File: config.mk
export PLATFORM = sky130hd
export DESIGN_NAME = instr_queue
export DESIGN_NICKNAME = d
export VERILOG_FILES = /design/src/rtl/instr_pkg.sv /design/src/rtl/instr_field_decode.sv /design/src/rtl/instr_queue.sv
export SDC_FILE = /design/constraint.sdc
export NUM_CORES = 1
export LEC_CHECK = 0
export ABC_AREA = 1
export CAP_MARGIN = 20
export CORE_MARGIN = 2
export CORE_UTILIZATION = 25
export CTS_BUF_LIST = sky130_fd_sc_hd__clkbuf_4
export DETAILED_ROUTE_END_ITERATION = 8
export SLEW_MARGIN = 15
export SYNTH_ARGS = -nofsm -noshare
export SYNTH_HDL_FRONTEND = slang
export SYNTH_SLANG_ARGS = --single-unit
File: constraint.sdc
create_clock -name clk -period 5.7 [get_ports clk]
set_input_delay 1.71 -clock clk [delete_from_list [all_inputs] [get_ports clk]]
set_output_delay 1.71 -clock clk [all_outputs]
set_load 0.02 [all_outputs]
File: src/rtl/instr_pkg.sv
`default_nettype none
// ============================================================================
// Package     : instr_pkg
// Description : Shared instruction-word definitions: word width, MIPS-style
//               field bit positions and the packed decoded-field struct.
// Revision    : 1.0 - initial release
// ============================================================================
package instr_pkg;

    localparam int INSTR_W  = 32;

    localparam int OPC_HI   = 31;
    localparam int OPC_LO   = 26;
    localparam int RS_HI    = 25;
    localparam int RS_LO    = 21;
    localparam int RT_HI    = 20;
    localparam int RT_LO    = 16;
    localparam int RD_HI    = 15;
    localparam int RD_LO    = 11;
    localparam int IMM_HI   = 15;
    localparam int IMM_LO   = 0;
    localparam int FUNCT_HI = 5;
    localparam int FUNCT_LO = 0;

    // rd and funct overlap the immediate; all views are kept so any stage can
    // pick the interpretation it needs.
    typedef struct packed {
        logic [OPC_HI-OPC_LO:0]     opcode;
        logic [RS_HI-RS_LO:0]       rs;
        logic [RT_HI-RT_LO:0]       rt;
        logic [RD_HI-RD_LO:0]       rd;
        logic [IMM_HI-IMM_LO:0]     imm;
        logic [FUNCT_HI-FUNCT_LO:0] funct;
    } instr_fields_t;

endpackage
`default_nettype wire

File: src/rtl/instr_field_decode.sv
`default_nettype none
// ============================================================================
// Module      : instr_field_decode
// Description : Combinational slicing of a 32-bit instruction word into its
//               fields plus sign extension of the 16-bit immediate to XLEN.
// Ports       : instr    - instruction word
//               fields   - decoded field struct
//               imm_sext - immediate sign-extended to XLEN bits (XLEN > 16)
// Revision    : 1.0 - initial release
// ============================================================================
module instr_field_decode
    import instr_pkg::*;
#(
    parameter int XLEN = 64
) (
    input  logic [INSTR_W-1:0] instr,
    output instr_fields_t      fields,
    output logic [XLEN-1:0]    imm_sext
);

    assign fields.opcode = instr[OPC_HI:OPC_LO];
    assign fields.rs     = instr[RS_HI:RS_LO];
    assign fields.rt     = instr[RT_HI:RT_LO];
    assign fields.rd     = instr[RD_HI:RD_LO];
    assign fields.imm    = instr[IMM_HI:IMM_LO];
    assign fields.funct  = instr[FUNCT_HI:FUNCT_LO];

    assign imm_sext = {{(XLEN-16){instr[IMM_HI]}}, instr[IMM_HI:IMM_LO]};

endmodule
`default_nettype wire

File: src/rtl/instr_queue.sv
`default_nettype none
// ============================================================================
// Module      : instr_queue
// Description : DEPTH-entry instruction FIFO between instruction memory and
//               the control unit, valid/ready on both sides, synchronous
//               flush, head entry decoded into MIPS-style fields.
// Ports       : clk, reset (async, active-low), flush
//               in_valid / in_ready / instruction   - producer side
//               out_valid / out_ready               - consumer side
//               instr_all, instr_* , imm_sext       - decoded head entry
//               count                               - occupancy 0..DEPTH
// Options     : INSTR_QUEUE_BYPASS_EN - empty-queue combinational bypass
// Revision    : 1.0 - initial release
// ============================================================================
module instr_queue
    import instr_pkg::*;
#(
    parameter int DEPTH = 4,
    parameter int XLEN  = 64
) (
    input  logic                       clk,
    input  logic                       reset,
    input  logic                       flush,
    input  logic                       in_valid,
    output logic                       in_ready,
    input  logic [INSTR_W-1:0]         instruction,
    output logic                       out_valid,
    input  logic                       out_ready,
    output logic [INSTR_W-1:0]         instr_all,
    output logic [5:0]                 instr_31_26,
    output logic [4:0]                 instr_25_21,
    output logic [4:0]                 instr_20_16,
    output logic [4:0]                 instr_15_11,
    output logic [15:0]                instr_15_0,
    output logic [5:0]                 instr_5_0,
    output logic [XLEN-1:0]            imm_sext,
    output logic [$clog2(DEPTH+1)-1:0] count
);

    localparam int PTR_W = $clog2(DEPTH);
    localparam int CNT_W = $clog2(DEPTH+1);

    logic [INSTR_W-1:0] mem [DEPTH];
    logic [PTR_W-1:0]   wp;
    logic [PTR_W-1:0]   rp;
    logic [CNT_W-1:0]   cnt;

    logic               empty;
    logic               full;
    logic               push;
    logic               pop;
    logic               wr_en;
    logic               rd_en;
    logic [INSTR_W-1:0] head_word;

    assign empty    = (cnt == '0);
    assign full     = (cnt == CNT_W'(DEPTH));
    assign in_ready = !full;
    assign push     = in_valid && in_ready;
    assign pop      = out_valid && out_ready;
    // A pop can only retire a stored entry; a bypassed word is never stored.
    assign rd_en    = pop && !empty;

`ifdef INSTR_QUEUE_BYPASS_EN
    logic bypass;
    assign bypass    = empty && in_valid && !flush;
    assign out_valid = !empty || bypass;
    assign head_word = bypass ? instruction : (empty ? '0 : mem[rp]);
    // Word consumed straight through is not written.
    assign wr_en     = push && !(bypass && out_ready);
`else
    assign out_valid = !empty;
    assign head_word = empty ? '0 : mem[rp];
    assign wr_en     = push;
`endif

    always_ff @(posedge clk or negedge reset) begin
        if (!reset) begin
            wp  <= '0;
            rp  <= '0;
            cnt <= '0;
        end else if (flush) begin
            wp  <= '0;
            rp  <= '0;
            cnt <= '0;
        end else begin
            if (wr_en) wp <= wp + PTR_W'(1);
            if (rd_en) rp <= rp + PTR_W'(1);
            case ({wr_en, rd_en})
                2'b10:   cnt <= cnt + CNT_W'(1);
                2'b01:   cnt <= cnt - CNT_W'(1);
                default: cnt <= cnt;
            endcase
        end
    end

    always_ff @(posedge clk or negedge reset) begin
        if (!reset) begin
            for (int i = 0; i < DEPTH; i++) mem[i] <= '0;
        end else if (wr_en && !flush) begin
            mem[wp] <= instruction;
        end
    end

    instr_fields_t fields;

    instr_field_decode #(
        .XLEN (XLEN)
    ) u_decode (
        .instr    (head_word),
        .fields   (fields),
        .imm_sext (imm_sext)
    );

    assign instr_all   = head_word;
    assign instr_31_26 = fields.opcode;
    assign instr_25_21 = fields.rs;
    assign instr_20_16 = fields.rt;
    assign instr_15_11 = fields.rd;
    assign instr_15_0  = fields.imm;
    assign instr_5_0   = fields.funct;
    assign count       = cnt;

endmodule
`default_nettype wire

==> flow_metrics.py, run 1 <==
metrics = {
    "outcome": {
        "outcome": "complete, no violations",
    },
    "global_route": {
        "antenna_found_initial": 1,
        "use_met2": 0.187,
        "grt_start_max_net_pins": 101,
        "grt_pass1_wl_mm": 28.7,
        "grt_use_met3": 0.0309,
        "met1_usage": 0.163,
        "grt_pass1_vias": 5154,
        "grt_busiest_layer": "met2",
        "grtUsageTotal": 0.118,
        "grt-ovfl-total": 0,
    },
    "floorplanning": {
        "die_h_um": 175,
        "initial_core_util": 0.254,
        "rows": 62,
        "ios": 181,
        "dieArea_um2": 30600,
        "core_area_um2": 28800,
        "die_w_um": 175,
    },
    "clocking": {
        "cts_sinks": 135,
        "cts_tree": "built",
        "cts.repair.resized": 0,
        "htree_levels": 4,
        "clk_pin_slew_ns": 0.12,
        "cts_root_buf": "clkbuf_4",
        "numCtsBuffers": 17,
        "ctsHoldBuffers": 0,
        "clk_latency_ns": 0.54,
        "postCtsSetupBuffers": 0,
        "cts_buffer_depth": 2,
    },
    "sta": {
        "grt_setup_unrepaired": "no",
        "fin_setup_tns_ns": 0,
        "postLayoutSetupSlackWorst_ns": 0.738,
        "period_share": 0.871,
        "finalSetupViolations": 0,
        "hold_viol": 0,
        "skew_ns": 0.0215,
        "slew_headroom": 0.358,
        "fin_crit_ns": 4.96,
        "slew_violations": 0,
        "holdWs_ns": 0.494,
        "tightestPinTransition_ns": 0.963,
        "fmax_mhz": 202,
    },
    "power": {
        "total_power_mw": 5.89,
        "pwr_density_cell_nw_per_um2": 671,
        "peakVddDrop_mv": 0.267,
        "p_leak_nw": 3.85,
    },
    "logic_synthesis": {
        "syn_inst": 859,
        "ys_async_sr_fraction": 1.00,
        "synth_edf_count": 0,
        "ys_warn_count": 0,
        "synth.net_count": 901,
        "ys_seq_area_frac": 0.462,
        "synth_top_area_frac": 0.462,
        "synth_cell_types": 24,
        "ys_ff_latch": 135,
        "synth_top_flop_cell": "dfrtp_1",
        "netlist_top_cells_area": "dfrtp_1, buf_4, nand2_1, nor2_1, o21ai_2",
        "syn_avg_cell_area_um2": 8.51,
        "synthesis.area_um2": 7310,
        "synth_top_area_cell": "dfrtp_1",
    },
    "critical_path": {
        "critPathCaptureType": "output port",
        "arrival_ns": 3.25,
        "rrSetupSlack_ns": 3.49,
        "critPathMaxStageDelay_ns": 0.70,
        "path_max_fanout": 47,
        "slowest_stage": "clkdlybuf4s50_1",
        "worstSetupPathType": "flip-flop to output port",
        "crit_path_start_kind": "flip-flop",
        "crit_chain": "inv_2, buf_4, o21ai_0, a21oi_1, clkdlybuf4s50_1",
        "cp.required_ns": 3.99,
    },
    "layout": {
        "layout_commonest_cell": "clkdlybuf4s50_1",
        "finish.utilization": 0.305,
        "final_cells": 1307,
        "drive_gt1_frac": 0.111,
        "nNetsFinal": 951,
        "n_fill_cell": 3061,
        "final_area_um2": 8780,
        "final_cell_mix": "clkdlybuf4s50_1, nand2_1, dfrtp_1, nor2_1, o21ai_1",
        "syn_to_final_growth_pct": 20.0,
    },
    "route": {
        "drt_iter0_drc": 411,
        "first_pass_iters": 5,
        "post-route-drc-count": 0,
        "ant_nets": 0,
        "vias": 5464,
        "vias_per_cell": 4.18,
        "wl_per_cell_um": 13.4,
        "wirelength_mm": 17.6,
    },
    "worst_hold_path": {
        "hp-class": "flip-flop to flip-flop",
    },
    "placement": {
        "port-buffer-count": 180,
        "gp_congestion": 0.721,
        "placed_cell_area_um2": 8470,
        "dpl.hpwl_mm": 10.8,
        "dp.cells": 1273,
        "dpl_worst_slack_ns": 0.995,
    },
    "flow_run": {
        "cap_violations": 0,
    },
}
[worst max-delay path: cells and delay by family, from the launching register on]
kind | cells | cell delay, ns
buffers and inverters | 3 | 1.54
AO/OA/AOI/OAI | 2 | 0.53
flip-flops | 1 | 0.61
[routing by layer]
layer	share of wire	up-vias
li1	-	2771
met1	0.48	2540
met2	0.47	142
met3	0.042	11
met4	0.0066	0
met5	0	-
[final timing paths]
check / cells after the start / start / end
worst max-delay path: 5 / rp[0] / instr_all[21]
worst min-delay path: 2 / mem[122] / mem[122]
worst max register to register: 12 / count[0] / count[2]
worst min register to register: 2 / mem[122] / mem[122]
max in group asynchronous: 2 / reset / mem[41]
min in group asynchronous: 1 / reset / mem[84]
[state kept, by name, summed over array words and instances (netlist names)]
name and flops:
count 3, mem 128, wp 2, rp 2
[Yosys cell counts (3+ instances only)]
master	count
a21oi_1	35
buf_2	10
buf_4	107
buf_6	25
clkbuf_1	13
dfrtp_1	135
ha_1	4
inv_1	41
nand2_1	143
nand2_4	6
nand3_1	4
nand4_1	3
nor2_1	130
o21ai_0	67
o21ai_1	78
o21ai_2	50
[kinds of logic after synthesis]
kind of cell | count (synthesis) | synth area share
xor gates and xnor gates | 2 | 0.00240
adders and majority gates | 5 | 0.00958
buffers and inverters | 199 | 0.184
AOI/OAI and AO/OA | 230 | 0.183
DFF | 135 | 0.462
and+or+nand+nor | 288 | 0.158
[layout make-up]
type / instances / area (µm²) / area share
Clock inverter: 15 / 165 / 0.0188
Clock buffer: 17 / 128 / 0.0145
Sequential cell: 135 / 3380 / 0.385
Antenna cell: 1 / 2.50 / 0.000285
Tap cell: 384 / 480 / 0.0547
Timing Repair Buffer: 187 / 1860 / 0.212
Multi-Input combinational cell: 525 / 2590 / 0.296
Inverter: 43 / 161 / 0.0184
[where the power goes]
group | total [mW] | switching, mW | internal, mW
combinational | 3.63 | 2.02 | 1.61
clock | 0.672 | 0.403 | 0.269
sequential | 1.59 | 0.230 | 1.36
Power figures use the tool's default switching activity.
==> inputs of run 2 (changes only) <==
--- a/config.mk
+++ b/config.mk
@@ -6,7 +6,6 @@
 export NUM_CORES = 1
 export LEC_CHECK = 0
 export ABC_AREA = 1
-export CAP_MARGIN = 20
 export CORE_MARGIN = 2
 export CORE_UTILIZATION = 25
 export CTS_BUF_LIST = sky130_fd_sc_hd__clkbuf_4
==> run 2 against run 1 <==
  * Via count fell by 0.33%
  * Sequential share of layout area rose by 0.066 points
  * Count of clock-buffer cells in the layout did not move
  * Core utilization fell by 0.052 points
  * Clock skew barely moved
  * First-iteration DRC count rose by 3.4%
  * Clock power barely moved
  * Combinational power barely moved
  * Largest cell class unchanged
==> flow_metrics.py, run 2 (same netlist as run 1, synthesis figures left out) <==
metrics = {
    "critical_path": {
        "worstSetupPathType": "flip-flop to output port",
        "path_max_fanout": 52,
        "cp.required_ns": 3.99,
        "rrSetupSlack_ns": 3.48,
        "r2r_cells": 12,
        "slowest_stage": "a21oi_4",
        "reg2reg_to": "count[2]",
        "critPathMaxStageDelay_ns": 0.87,
        "critPathCaptureType": "output port",
        "timing.rr.start": "count[0]",
        "crit_path_start_kind": "flip-flop",
        "crit_chain": "clkinv_1, nor2_1, o21ai_0, a21oi_4, clkdlybuf4s50_1",
        "arrival_ns": 3.47,
    },
    "layout": {
        "finish.utilization": 0.304,
        "nNetsFinal": 950,
        "final_cell_mix": "clkdlybuf4s50_1, nand2_1, dfrtp_1, nor2_1, o21ai_1",
        "regMostFlops": "mem",
        "drive_gt1_frac": 0.110,
        "syn_to_final_growth_pct": 19.8,
        "largest_reg_flops": 128,
        "layout_commonest_cell": "clkdlybuf4s50_1",
    },
    "floorplanning": {
        "die_w_um": 175,
        "dieArea_um2": 30600,
        "die_h_um": 175,
        "ios": 181,
        "core_area_um2": 28800,
        "rows": 62,
        "initial_core_util": 0.254,
    },
    "clocking": {
        "ctsHoldBuffers": 0,
        "cts_root_buf": "clkbuf_4",
        "cts_buffer_depth": 2,
        "cts_tree": "built",
        "clk_pin_slew_ns": 0.13,
        "htree_levels": 4,
        "cts.repair.resized": 0,
        "numCtsBuffers": 17,
        "cts_sinks": 135,
        "clk_latency_ns": 0.54,
        "postCtsSetupBuffers": 0,
    },
    "global_route": {
        "grt-ovfl-total": 0,
        "grt_start_max_net_pins": 101,
        "grt_pass1_vias": 5154,
        "grt_pass1_wl_mm": 28.7,
        "antenna_found_initial": 1,
        "grtUsageTotal": 0.118,
    },
    "worst_hold_path": {
        "min_path_cells": 2,
        "holdCritStartpoint": "mem[12]",
        "hold_path_end": "mem[12]",
        "hp-class": "flip-flop to flip-flop",
    },
    "sta": {
        "slew_headroom": 0.291,
        "fin_crit_ns": 5.18,
        "hold_viol": 0,
        "grt_setup_unrepaired": "no",
        "fin_setup_tns_ns": 0,
        "tightestPinTransition_ns": 1.06,
        "period_share": 0.908,
        "finalSetupViolations": 0,
        "fmax_mhz": 193,
        "slew_violations": 0,
        "skew_ns": 0.0213,
        "postLayoutSetupSlackWorst_ns": 0.524,
    },
    "flow_run": {
        "cap_violations": 0,
    },
    "power": {
        "peakVddDrop_mv": 0.266,
        "pwr_density_cell_nw_per_um2": 671,
        "p_leak_nw": 3.85,
    },
    "route": {
        "first_pass_iters": 7,
        "wl_per_cell_um": 13.5,
        "drt_iter0_drc": 425,
        "vias": 5446,
        "post-route-drc-count": 0,
        "vias_per_cell": 4.17,
        "wirelength_mm": 17.6,
        "ant_nets": 0,
    },
    "placement": {
        "gp_congestion": 0.721,
        "dpl_worst_slack_ns": 0.995,
        "port-buffer-count": 180,
        "dpl.hpwl_mm": 10.8,
    },
    "outcome": {
        "outcome": "complete, no violations",
    },
}
run 2: worst max path at each step:
stage / start / to / slack [ns] / depth (start not counted)
after floorplan: count[0] / imm_sext[16] / 0.27 / 6
after global placement: rp[1] / imm_sext[23] / 1.13 / 5
after detailed placement: rp[1] / imm_sext[27] / 0.99 / 5
after CTS: rp[1] / imm_sext[27] / 0.42 / 5
after global routing: rp[1] / imm_sext[63] / 0.09 / 5
final: rp[1] / imm_sext[27] / 0.52 / 5
run 2: cell type report:
class | count | area, µm²
fillers | 3060 | 20000
flip-flops and latches | 135 | 3380
clock inverters | 15 | 165
well taps | 384 | 480
multi-input cells | 525 | 2590
repair buffers | 186 | 1850
diodes | 1 | 2.50
inverters | 43 | 161
clock buffers | 17 | 128
run 2: metal layers:
metal  GRT usage  vias to the layer above  wire [µm]
met4      0.0260                        0        132
li1            -                     2762          -
met2       0.187                      119       8100
met3      0.0309                       11        665
met1       0.163                     2554       8710
met5           0                        -          0
run 2: power breakdown:
part	internal (mW)	switching [mW]
sequential	1.36	0.231
combinational	1.60	2.01
clock	0.269	0.405
total	3.23	2.65
run 2: worst max-delay path, delay by kind of cell, from the launching register on:
kind / cells / cell delay (ns)
AND/OR/NAND/NOR: 1 / 0.23
flip-flops: 1 / 0.38
AO/OA/AOI/OAI: 2 / 1.03
buffers and inverters: 2 / 1.28
run 2: per-stage QoR:
stage	total power [mW]	hold WS [ns]	std cells	cell area [µm²]
after global routing	6.32	0.507	1306	8760
after global placement	5.21	0.460	1273	8470
final	5.88	0.493	1306	8760
after detailed placement	5.27	0.464	1273	8470
after CTS	5.97	0.496	1305	8760
after floorplan	4.35	0.450	859	7310
